**src/rtl/mul_div_unit_if.sv**
```systemverilog
// EX-stage bundle between the ID/EX operand path and the HI/LO multiply/divide unit.
// The EX stage drives the master side and the unit drives the slave side.
interface mul_div_unit_if #(
   parameter int DWIDTH = 32
);
   logic              en;
   logic              flush;
   logic [5:0]        functin;
   logic [DWIDTH-1:0] rsdata;
   logic [DWIDTH-1:0] rtdata;
   logic              busy;
   logic              hilostall;
   logic [DWIDTH-1:0] rdata;
   logic [DWIDTH-1:0] hi;
   logic [DWIDTH-1:0] lo;

   modport master (
      output en, flush, functin, rsdata, rtdata,
      input  busy, hilostall, rdata, hi, lo
   );

   modport slave (
      input  en, flush, functin, rsdata, rtdata,
      output busy, hilostall, rdata, hi, lo
   );
endinterface

```
**src/rtl/mul_div_unit.sv**
```systemverilog
// Iterative MULT/MULTU/DIV/DIVU unit with architectural HI/LO registers.
// It runs one shift-add or restoring-divide step per cycle, then applies the signs in a final FIX cycle.
module mul_div_unit #(
   parameter int DWIDTH = 32
) (
   input logic          clk,
   input logic          rst,
   mul_div_unit_if.slave bus
);
   localparam int CW = $clog2(DWIDTH);

   localparam logic [1:0] S_IDLE = 2'd0;
   localparam logic [1:0] S_MUL  = 2'd1;
   localparam logic [1:0] S_DIV  = 2'd2;
   localparam logic [1:0] S_FIX  = 2'd3;

   localparam logic [5:0] F_MFHI  = 6'h10;
   localparam logic [5:0] F_MTHI  = 6'h11;
   localparam logic [5:0] F_MFLO  = 6'h12;
   localparam logic [5:0] F_MTLO  = 6'h13;
   localparam logic [5:0] F_MULT  = 6'h18;
   localparam logic [5:0] F_MULTU = 6'h19;
   localparam logic [5:0] F_DIV   = 6'h1A;
   localparam logic [5:0] F_DIVU  = 6'h1B;

   logic [1:0]          state;
   logic [CW-1:0]       count;
   logic [2*DWIDTH-1:0] acc;
   logic [DWIDTH-1:0]   operand_b;
   logic                neg_q;
   logic                neg_r;
   logic                is_div;
   logic [DWIDTH-1:0]   hi_reg;
   logic [DWIDTH-1:0]   lo_reg;

   logic                accept;
   logic                is_signed;
   logic                hilo_op;
   logic [DWIDTH-1:0]   rs_mag;
   logic [DWIDTH-1:0]   rt_mag;
   logic [DWIDTH:0]     mul_sum;
   logic [DWIDTH:0]     div_shift;
   logic [DWIDTH+1:0]   div_diff;

   // The accumulator's upper half holds the partial product or the remainder, and its lower half holds
   // the multiplier or the dividend shifting into the quotient.
   always_comb begin
      accept    = (state == S_IDLE) && bus.en && !bus.flush;
      is_signed = (bus.functin == F_MULT) || (bus.functin == F_DIV);
      hilo_op   = (bus.functin == F_MFHI) || (bus.functin == F_MTHI) ||
                  (bus.functin == F_MFLO) || (bus.functin == F_MTLO) ||
                  (bus.functin == F_MULT) || (bus.functin == F_MULTU) ||
                  (bus.functin == F_DIV)  || (bus.functin == F_DIVU);
      rs_mag    = (is_signed && bus.rsdata[DWIDTH-1]) ? -bus.rsdata : bus.rsdata;
      rt_mag    = (is_signed && bus.rtdata[DWIDTH-1]) ? -bus.rtdata : bus.rtdata;
      mul_sum   = {1'b0, acc[2*DWIDTH-1:DWIDTH]} + {1'b0, (acc[0] ? operand_b : '0)};
      div_shift = {acc[2*DWIDTH-1:DWIDTH], acc[DWIDTH-1]};
      div_diff  = {1'b0, div_shift} - {2'b00, operand_b};
   end

   assign bus.busy      = (state != S_IDLE);
   assign bus.hilostall = bus.en && !bus.flush && bus.busy && hilo_op;
   assign bus.rdata     = (bus.functin == F_MFHI) ? hi_reg : lo_reg;
   assign bus.hi        = hi_reg;
   assign bus.lo        = lo_reg;

   always_ff @(posedge clk) begin
      if (rst) begin
         state     <= S_IDLE;
         count     <= '0;
         acc       <= '0;
         operand_b <= '0;
         neg_q     <= 1'b0;
         neg_r     <= 1'b0;
         is_div    <= 1'b0;
         hi_reg    <= '0;
         lo_reg    <= '0;
      end else begin
         case (state)
            S_IDLE: begin
               if (accept) begin
                  case (bus.functin)
                     F_MTHI: hi_reg <= bus.rsdata;
                     F_MTLO: lo_reg <= bus.rsdata;
                     F_MULT, F_MULTU: begin
                        acc       <= {{DWIDTH{1'b0}}, rs_mag};
                        operand_b <= rt_mag;
                        neg_q     <= is_signed && (bus.rsdata[DWIDTH-1] ^ bus.rtdata[DWIDTH-1]);
                        neg_r     <= 1'b0;
                        is_div    <= 1'b0;
                        count     <= '0;
                        state     <= S_MUL;
                     end
                     F_DIV, F_DIVU: begin
                        // A zero divisor makes every trial subtract succeed, so the quotient fills
                        // with ones and the raw dividend falls out as the remainder unsigned.
                        if (bus.rtdata == '0) begin
                           acc       <= {{DWIDTH{1'b0}}, bus.rsdata};
                           operand_b <= '0;
                           neg_q     <= 1'b0;
                           neg_r     <= 1'b0;
                        end else begin
                           acc       <= {{DWIDTH{1'b0}}, rs_mag};
                           operand_b <= rt_mag;
                           neg_q     <= is_signed && (bus.rsdata[DWIDTH-1] ^ bus.rtdata[DWIDTH-1]);
                           neg_r     <= is_signed && bus.rsdata[DWIDTH-1];
                        end
                        is_div <= 1'b1;
                        count  <= '0;
                        state  <= S_DIV;
                     end
                     default: ;
                  endcase
               end
            end
            S_MUL: begin
               acc   <= {mul_sum, acc[DWIDTH-1:1]};
               count <= count + 1'b1;
               if (count == CW'(DWIDTH - 1)) state <= S_FIX;
            end
            S_DIV: begin
               acc   <= {(div_diff[DWIDTH+1] ? div_shift[DWIDTH-1:0] : div_diff[DWIDTH-1:0]),
                         acc[DWIDTH-2:0], !div_diff[DWIDTH+1]};
               count <= count + 1'b1;
               if (count == CW'(DWIDTH - 1)) state <= S_FIX;
            end
            default: begin
               if (is_div) begin
                  lo_reg <= neg_q ? -acc[DWIDTH-1:0] : acc[DWIDTH-1:0];
                  hi_reg <= neg_r ? -acc[2*DWIDTH-1:DWIDTH] : acc[2*DWIDTH-1:DWIDTH];
               end else begin
                  {hi_reg, lo_reg} <= neg_q ? -acc : acc;
               end
               state <= S_IDLE;
            end
         endcase
      end
   end
endmodule

```
**src/flat_wrapper.sv**
```systemverilog
// flat-port wrapper written by rule: the top's interface ports become plain ports
module mul_div_unit_flat 
#(
   parameter int DWIDTH = 32
)
  (clk, rst, bus_en, bus_flush, bus_functin, bus_rsdata, bus_rtdata, bus_busy, bus_hilostall, bus_rdata, bus_hi, bus_lo);
  mul_div_unit_if #(.DWIDTH(DWIDTH)) bus_i ();
  input logic clk;
  input logic rst;
  input wire logic [$bits(bus_i.en)-1:0] bus_en;
  input wire logic [$bits(bus_i.flush)-1:0] bus_flush;
  input wire logic [$bits(bus_i.functin)-1:0] bus_functin;
  input wire logic [$bits(bus_i.rsdata)-1:0] bus_rsdata;
  input wire logic [$bits(bus_i.rtdata)-1:0] bus_rtdata;
  output wire logic [$bits(bus_i.busy)-1:0] bus_busy;
  output wire logic [$bits(bus_i.hilostall)-1:0] bus_hilostall;
  output wire logic [$bits(bus_i.rdata)-1:0] bus_rdata;
  output wire logic [$bits(bus_i.hi)-1:0] bus_hi;
  output wire logic [$bits(bus_i.lo)-1:0] bus_lo;
  assign bus_i.en = bus_en;
  assign bus_i.flush = bus_flush;
  assign bus_i.functin = bus_functin;
  assign bus_i.rsdata = bus_rsdata;
  assign bus_i.rtdata = bus_rtdata;
  assign bus_busy = bus_i.busy;
  assign bus_hilostall = bus_i.hilostall;
  assign bus_rdata = bus_i.rdata;
  assign bus_hi = bus_i.hi;
  assign bus_lo = bus_i.lo;
  mul_div_unit #(.DWIDTH(DWIDTH)) u_core (.clk(clk), .rst(rst), .bus(bus_i));
endmodule
```
**config.mk**
```make
export PLATFORM = sky130hd
export DESIGN_NAME = mul_div_unit_flat
export DESIGN_NICKNAME = d
export VERILOG_FILES = /design/src/rtl/mul_div_unit_if.sv /design/src/rtl/mul_div_unit.sv /design/src/flat_wrapper.sv
export SDC_FILE = /design/constraint.sdc
export NUM_CORES = 1
export LEC_CHECK = 0
export ABC_AREA = 1
export CELL_PAD_IN_SITES_DETAIL_PLACEMENT = 0
export CELL_PAD_IN_SITES_GLOBAL_PLACEMENT = 1
export CORE_MARGIN = 8
export CORE_UTILIZATION = 37
export CTS_CLUSTER_SIZE = 24
export DETAILED_ROUTE_END_ITERATION = 10
export PLACE_DENSITY = 0.9
export REMOVE_ABC_BUFFERS = 1
export SYNTH_ARGS = -nofsm -noshare
export SYNTH_HDL_FRONTEND = slang
export SYNTH_SLANG_ARGS = --single-unit
export TNS_END_PERCENT = 10
```
**constraint.sdc**
```tcl
create_clock -name clk -period 2.8 [get_ports clk]
set_input_delay 0.56 -clock clk [delete_from_list [all_inputs] [get_ports clk]]
set_output_delay 0.56 -clock clk [all_outputs]
set_load 0.1 [all_outputs]
```
Word level (Yosys, flattened, before mapping)
Cells that the tools add are included.
{"block": "classes", "n_addsub": 8, "n_eq_ne": 17, "n_mux": 34, "bitwise": 2, "n_reduce_logical": 34}
{"op": "two-way mux 32 bit", "count": 15}
{"op": "one-hot mux 32 bit (2 select lines)", "count": 3}
{"op": "one-hot mux 64 bit (3 select lines)", "count": 1}
{"op": "two-way mux 64 bit", "count": 2}
{"op": "negator 32 bit", "count": 4}
{"op": "one-hot mux 64 bit (2 select lines)", "count": 1}
{"op": "negator 64 bit", "count": 1}
{"op": "== test 6 x 5 -> 1 bit (second input constant)", "count": 8}
{"op": "subtractor 33 x 32 -> 34 bit", "count": 1}
{"op": "adder 32 x 32 -> 33 bit", "count": 1}
{"op": "zero test 32 bit", "count": 1}
{"op": "AND reduction 3 bit", "count": 6}
{"op": "two-way mux 5 bit", "count": 2}
{"op": "one-hot mux 5 bit (2 select lines)", "count": 1}
{"op": "logical AND 1 bit", "count": 8}
{"op": "logical OR 1 bit", "count": 8}
{"op": "one-hot mux 2 bit (2 select lines)", "count": 2}
{"op": "!= test 2 bit (second input constant)", "count": 3}
{"op": "one-hot mux 1 bit (2 select lines)", "count": 3}
{"op": "nonzero test 2 bit", "count": 3}
{"op": "OR reduction 2 bit", "count": 3}
{"op": "adder 5 x 1 -> 5 bit (second input constant)", "count": 1}
{"op": "== test 5 bit (second input constant)", "count": 1}
{"op": "two-way mux 2 bit", "count": 2}
{"op": "other kinds (11)", "count": 14}
{"block": "word_totals", "ff_bits": 170, "input_bits": 74, "output_inout_bits": 98, "word_cells": 104}

Logic depth before layout (Yosys ltp)
{"block": "logic_depth", "ltp_word": 9, "mapped_depth": 21, "depth_no_buf": 19}

Worst setup path before layout
Ideal clock, no wire load.
{"block": "synth_path", "kind": "reg-to-output", "start": "register u_core.state[0]", "end": "output port bus_hilostall", "arrival_time_ns": 3.984, "required_ns": 2.240, "slack_ns": -1.744, "path_stages_with_launch": 6, "n_path_buf": 2, "path_cell_list": "dfxtp_1 inv_1 ha_1 clkbuf_1 clkbuf_1 nor4_1"}
{"block": "synth_between", "elab_chain_len": 3}
{"element": "from (decl)", "line_no": "mul_div_unit.sv:26", "source": "logic [1:0] state;"}
{"element": "from (signal assigned)", "line_no": "mul_div_unit.sv:69", "source": "state <= S_IDLE;"}
{"element": "from (signal assigned)", "line_no": "mul_div_unit.sv:92", "source": "state <= S_MUL;"}
{"element": "from (signal assigned)", "line_no": "mul_div_unit.sv:110", "source": "state <= S_DIV;"}
{"element": "nonzero test 2 bit", "line_no": "mul_div_unit.sv:61", "source": "assign bus.busy = (state != S_IDLE);"}
{"element": "logical AND 1 bit (2 in series)", "line_no": "mul_div_unit.sv:62", "source": "assign bus.hilostall = bus.en && !bus.flush && bus.busy && hilo_op;"}
{"element": "to (decl)", "line_no": "flat_wrapper.sv:16", "source": "output wire logic [$bits(bus_i.hilostall)-1:0] bus_hilostall;"}
Every way passes these cells.

Worst setup path in the final report
{"block": "layout_path", "start": "input port bus_functin[4]", "end": "output port bus_rdata[4]"}
{"block": "layout_between", "elab_chain_len": 2}
{"element": "from (decl)", "line_no": "flat_wrapper.sv:12", "source": "input wire logic [$bits(bus_i.functin)-1:0] bus_functin;"}
{"element": "== test 6 x 5 -> 1 bit", "line_no": "mul_div_unit.sv:63", "source": "assign bus.rdata = (bus.functin == F_MFHI) ? hi_reg : lo_reg;"}
{"element": "two-way mux 32 bit", "line_no": "mul_div_unit.sv:63"}
{"element": "to (decl)", "line_no": "flat_wrapper.sv:17", "source": "output wire logic [$bits(bus_i.rdata)-1:0] bus_rdata;"}
Every way passes these cells.

==> results_tabular.tex <==
\begin{tabular}{lr}
\hline
Metric & Value \\
\hline
\multicolumn{2}{l}{\textbf{Outcome}} \\
\quad Run status & finished clean \\
\multicolumn{2}{l}{\textbf{Timing}} \\
\quad Number of max-slew violations in the final report & 0 \\
\quad Unrepaired setup endpoints after global routing & yes \\
\quad Normalized max-slew margin & 41.2\% \\
\quad Final clock skew & 0.0118 ns \\
\quad Final setup violation count & 0 \\
\quad Count of endpoints failing hold in the final timing report & 0 \\
\quad Transition time at the pin with the least slew margin & 0.881 ns \\
\quad Fmax & 369 MHz \\
\quad Final sum of negative setup slack & 0 ns \\
\quad Final period utilization & a little over nine tenths \\
\quad Minimum period implied by the final worst setup slack & around 2.7 ns \\
\multicolumn{2}{l}{\textbf{Global routing}} \\
\quad Combined global-route utilization of all metal layers & 27.8\% \\
\quad Vias in the first global route & 20,700 \\
\quad Antenna violations before repair & 2 \\
\quad First-pass GRT wire length & between 100,000 and 150,000 µm \\
\quad Total global routing overflow & 0 \\
\quad Maximum number of pins on one net before global-route repair & 71 \\
\multicolumn{2}{l}{\textbf{Layout}} \\
\quad Most common cell after layout, fill and taps aside & sky130\_fd\_sc\_hd\_\_nand2\_1 \\
\quad Share of post-route cells with drive strength above 1 & between 10\% and 20\% \\
\quad Layout overhead on the synthesized area & 25.9\% \\
\quad Nets & about 3,600 \\
\quad Leading cell types in the layout, fill and taps excluded & sky130\_fd\_sc\_hd\_\_nand2\_1 (965), sky130\_fd\_sc\_hd\_\_inv\_1 (442), sky130\_fd\_sc\_hd\_\_nand3\_1 (328) \\
\quad Number of flip-flops under the largest register name & 64 \\
\quad Post-Route Utilization & between 40\% and 50\% \\
\quad Register with the most flip-flops & u\_core.acc \\
\multicolumn{2}{l}{\textbf{Critical path}} \\
\quad Crit-path slowest cell & sky130\_fd\_sc\_hd\_\_clkdlybuf4s50\_1 \\
\quad Cells along the critical path & clkdlybuf4s50\_1, nand2\_1, nor3\_2, nand3\_2, buf\_12, mux2\_2, buf\_12 \\
\quad CP Buf/Inv Count & 3 \\
\quad Critical path required time & 2.24 ns \\
\quad Classification of the worst setup path & primary input to output pin \\
\quad Family with the most delay on the worst path & buffers and inverters \\
\quad CP Capture Type & output pin \\
\quad Worst setup slack for register-to-register paths & approximately 0.11 ns \\
\quad Max FO, Critical Path & 32 \\
\quad Delay of the slowest critical-path stage & roughly 0.48 ns \\
\quad Cell seen most often among critical-path stages & sky130\_fd\_sc\_hd\_\_buf\_12 \\
\quad Startpoint class of the critical path & primary input \\
\quad Arrival time worst endpoint & around 2.2 ns \\
\multicolumn{2}{l}{\textbf{Power}} \\
\quad Switching Fraction & approximately 33\% \\
\quad Switching pwr & between 2 and 2.5 mW \\
\quad Leakage power total & roughly 11 nW \\
\quad Clock network fraction of design power & between 30 and 40\% \\
\quad Power density relative to cell area & 278 nW/µm² \\
\quad VDD IR max & 0.000411 V \\
\quad Part of the total power dissipated in sequential elements & 39.3\% \\
\quad Part of the power in combinational logic & 22.1\% \\
\quad Internal cell power & $\sim$4.2 mW \\
\multicolumn{2}{l}{\textbf{Floorplanning}} \\
\quad Initial cell density of the core & 37.5\% \\
\quad Horizontal die dimension & 236 µm \\
\quad Std-Cell Rows & 80 \\
\quad Area of the die & 55,700 µm² \\
\quad Placeable Area & 47,700 µm² \\
\quad Io pins & between 150 and 200 \\
\quad Die Span Y & 236 µm \\
\multicolumn{2}{l}{\textbf{Route}} \\
\quad Post-detailed-route wirelength per cell & approximately 19 µm \\
\quad Detailed router's first-iteration violation count & 2,491 \\
\quad Number of nets with antenna violations after detailed routing & 0 \\
\quad Length of the first detailed-routing pass in iterations & 6 \\
\quad Ratio of routed vias to standard cells & $\sim$5.4 \\
\quad Total wire length & roughly 80,000 µm \\
\quad Drc violations & 0 \\
\quad Count of vias placed by the detailed router & between 20,000 and 25,000 \\
\multicolumn{2}{l}{\textbf{Worst hold path}} \\
\quad Worst min path class & flip-flop to flip-flop \\
\multicolumn{2}{l}{\textbf{Yosys}} \\
\quad Syn. warnings & 0 \\
\quad Part of the Yosys area used for sequential elements & between 10\% and 20\% \\
\quad Main flop type after synthesis & sky130\_fd\_sc\_hd\_\_dfxtp\_1 \\
\quad Total standard cell area after synthesis & $\sim$18,000 µm² \\
\quad Flop and latch count out of synthesis & 170 \\
\quad Post-synthesis cell type count & 54 \\
\quad Number of synthesized flops with an enable pin & 0 \\
\quad Ys async rst share & 0\% \\
\quad Average instance area after synthesis & between 5 and 6 µm² \\
\quad Number of instances in the synthesized netlist & approximately 3,200 \\
\multicolumn{2}{l}{\textbf{CTS}} \\
\quad Clock tree sinks & between 150 and 200 \\
\quad Number of resized instances in the post-cts repair step & 0 \\
\quad Number of buffers added by the clock tree synthesis step & 17 \\
\quad Clk pin slew, worst setup/hold paths & approximately 0.07 ns \\
\quad Bufs on Longest Clock Path & 2 \\
\quad Later-pin clock latency in the skew report & 0.48 ns \\
\quad CTS tree & done \\
\quad Cts-stage hold buffer count & 0 \\
\quad Root Driver & sky130\_fd\_sc\_hd\_\_clkbuf\_16 \\
\quad Htree depth & 4 \\
\quad Post-CTS setup repair buffer count & 0 \\
\multicolumn{2}{l}{\textbf{Place}} \\
\quad Port-buffer cells & 171 \\
\quad Detail Placement HPWL & between 60,000 and 70,000 µm \\
\quad Global placer's final weighted congestion & just over 1 \\
\multicolumn{2}{l}{\textbf{Job}} \\
\quad Max\_cap viols & 0 \\
\hline
\end{tabular}
## synth_stat cells (all sizes together), types with 29 or more instances
library cell / number / area (µm²)
o21ai: 192 / 961
nand2: 975 / 3690
buf: 46 / 250
nor3: 40 / 215
a31oi: 29 / 181
nand3: 356 / 1920
clkbuf: 72 / 270
nand4: 42 / 278
dfxtp: 170 / 3400
mux2: 32 / 360
ha: 74 / 926
nor2: 267 / 1060
inv: 454 / 1710
o22ai: 30 / 188
a21oi: 292 / 1510
## kinds of logic (layout without fill, tap and decap cells)
family	count (synthesis)	count (layout)	synth area share, %
AND/OR/NAND/NOR	1732	1732	42.0
XOR/XNOR	35	35	1.71
multiplexers	32	32	2.01
buffers and inverters	575	880	12.5
AO/OA/AOI/OAI	577	577	17.4
other	0	1	0
adder cells (fa/ha/maj)	76	76	5.39
flip-flops	170	170	19.0
## metrics by stage
step                total power, mW  hold WS, ns  cells  instance area, µm²  setup WS [ns]
detailed placement             3.87        0.479   4085               21900         0.0170
global route                   6.49        0.517   4117               22500        -0.0456
finish                         6.26        0.488   4118               22500         0.0906
CTS                            6.27        0.490   4117               22500         0.0405
global placement               3.87        0.461   4085               21900         0.0358
floorplan                      3.21        0.444   3079               17400          -3.56
## worst paths after layout
kind / start / endpoint / depth (start not counted)
worst min register to register: u_core.operand_b[28] / u_core.operand_b[28] / 2
worst max register to register: u_core.acc[31] / u_core.acc[62] / 18
worst max-delay path: bus_functin[4] / bus_rdata[4] / 7
worst min-delay path: u_core.operand_b[28] / u_core.operand_b[28] / 2
## layout make-up
type	instances	area (µm²)
timing repair buffer	391	3750
clock inverter	11	114
sequential	170	3410
tap	615	769
clock buffer	21	450
inverter	457	1720
multi-input combinational	2452	12300
antenna	1	2.50
fill	5237	25200
## power by group through the flow
stage	clock network, mW	logic [mW]	registers (mW)
2_1_floorplan	0	0.621	2.59
3_3_place_gp	0	1.35	2.51
3_5_place_dp	0	1.35	2.51
4_1_cts	2.45	1.36	2.46
5_1_grt	2.54	1.48	2.46
6_report	2.42	1.38	2.46
## tightest hold or removal path, cell delays in order (launching register included)
cell	delay [ns]
sky130_fd_sc_hd__dfxtp_1	0.32
sky130_fd_sc_hd__nand2_1	0.07
sky130_fd_sc_hd__a21oi_1	0.06
## per-layer routing
layer	vias up	global-route usage [%]	routed length (µm)
li1	11000	-	-
met1	10200	37.1	34600
met2	1050	43.6	34800
met3	151	5.89	7630
met4	2	10.6	3110
met5	-	0	15
Power figures use the tool's default switching activity.
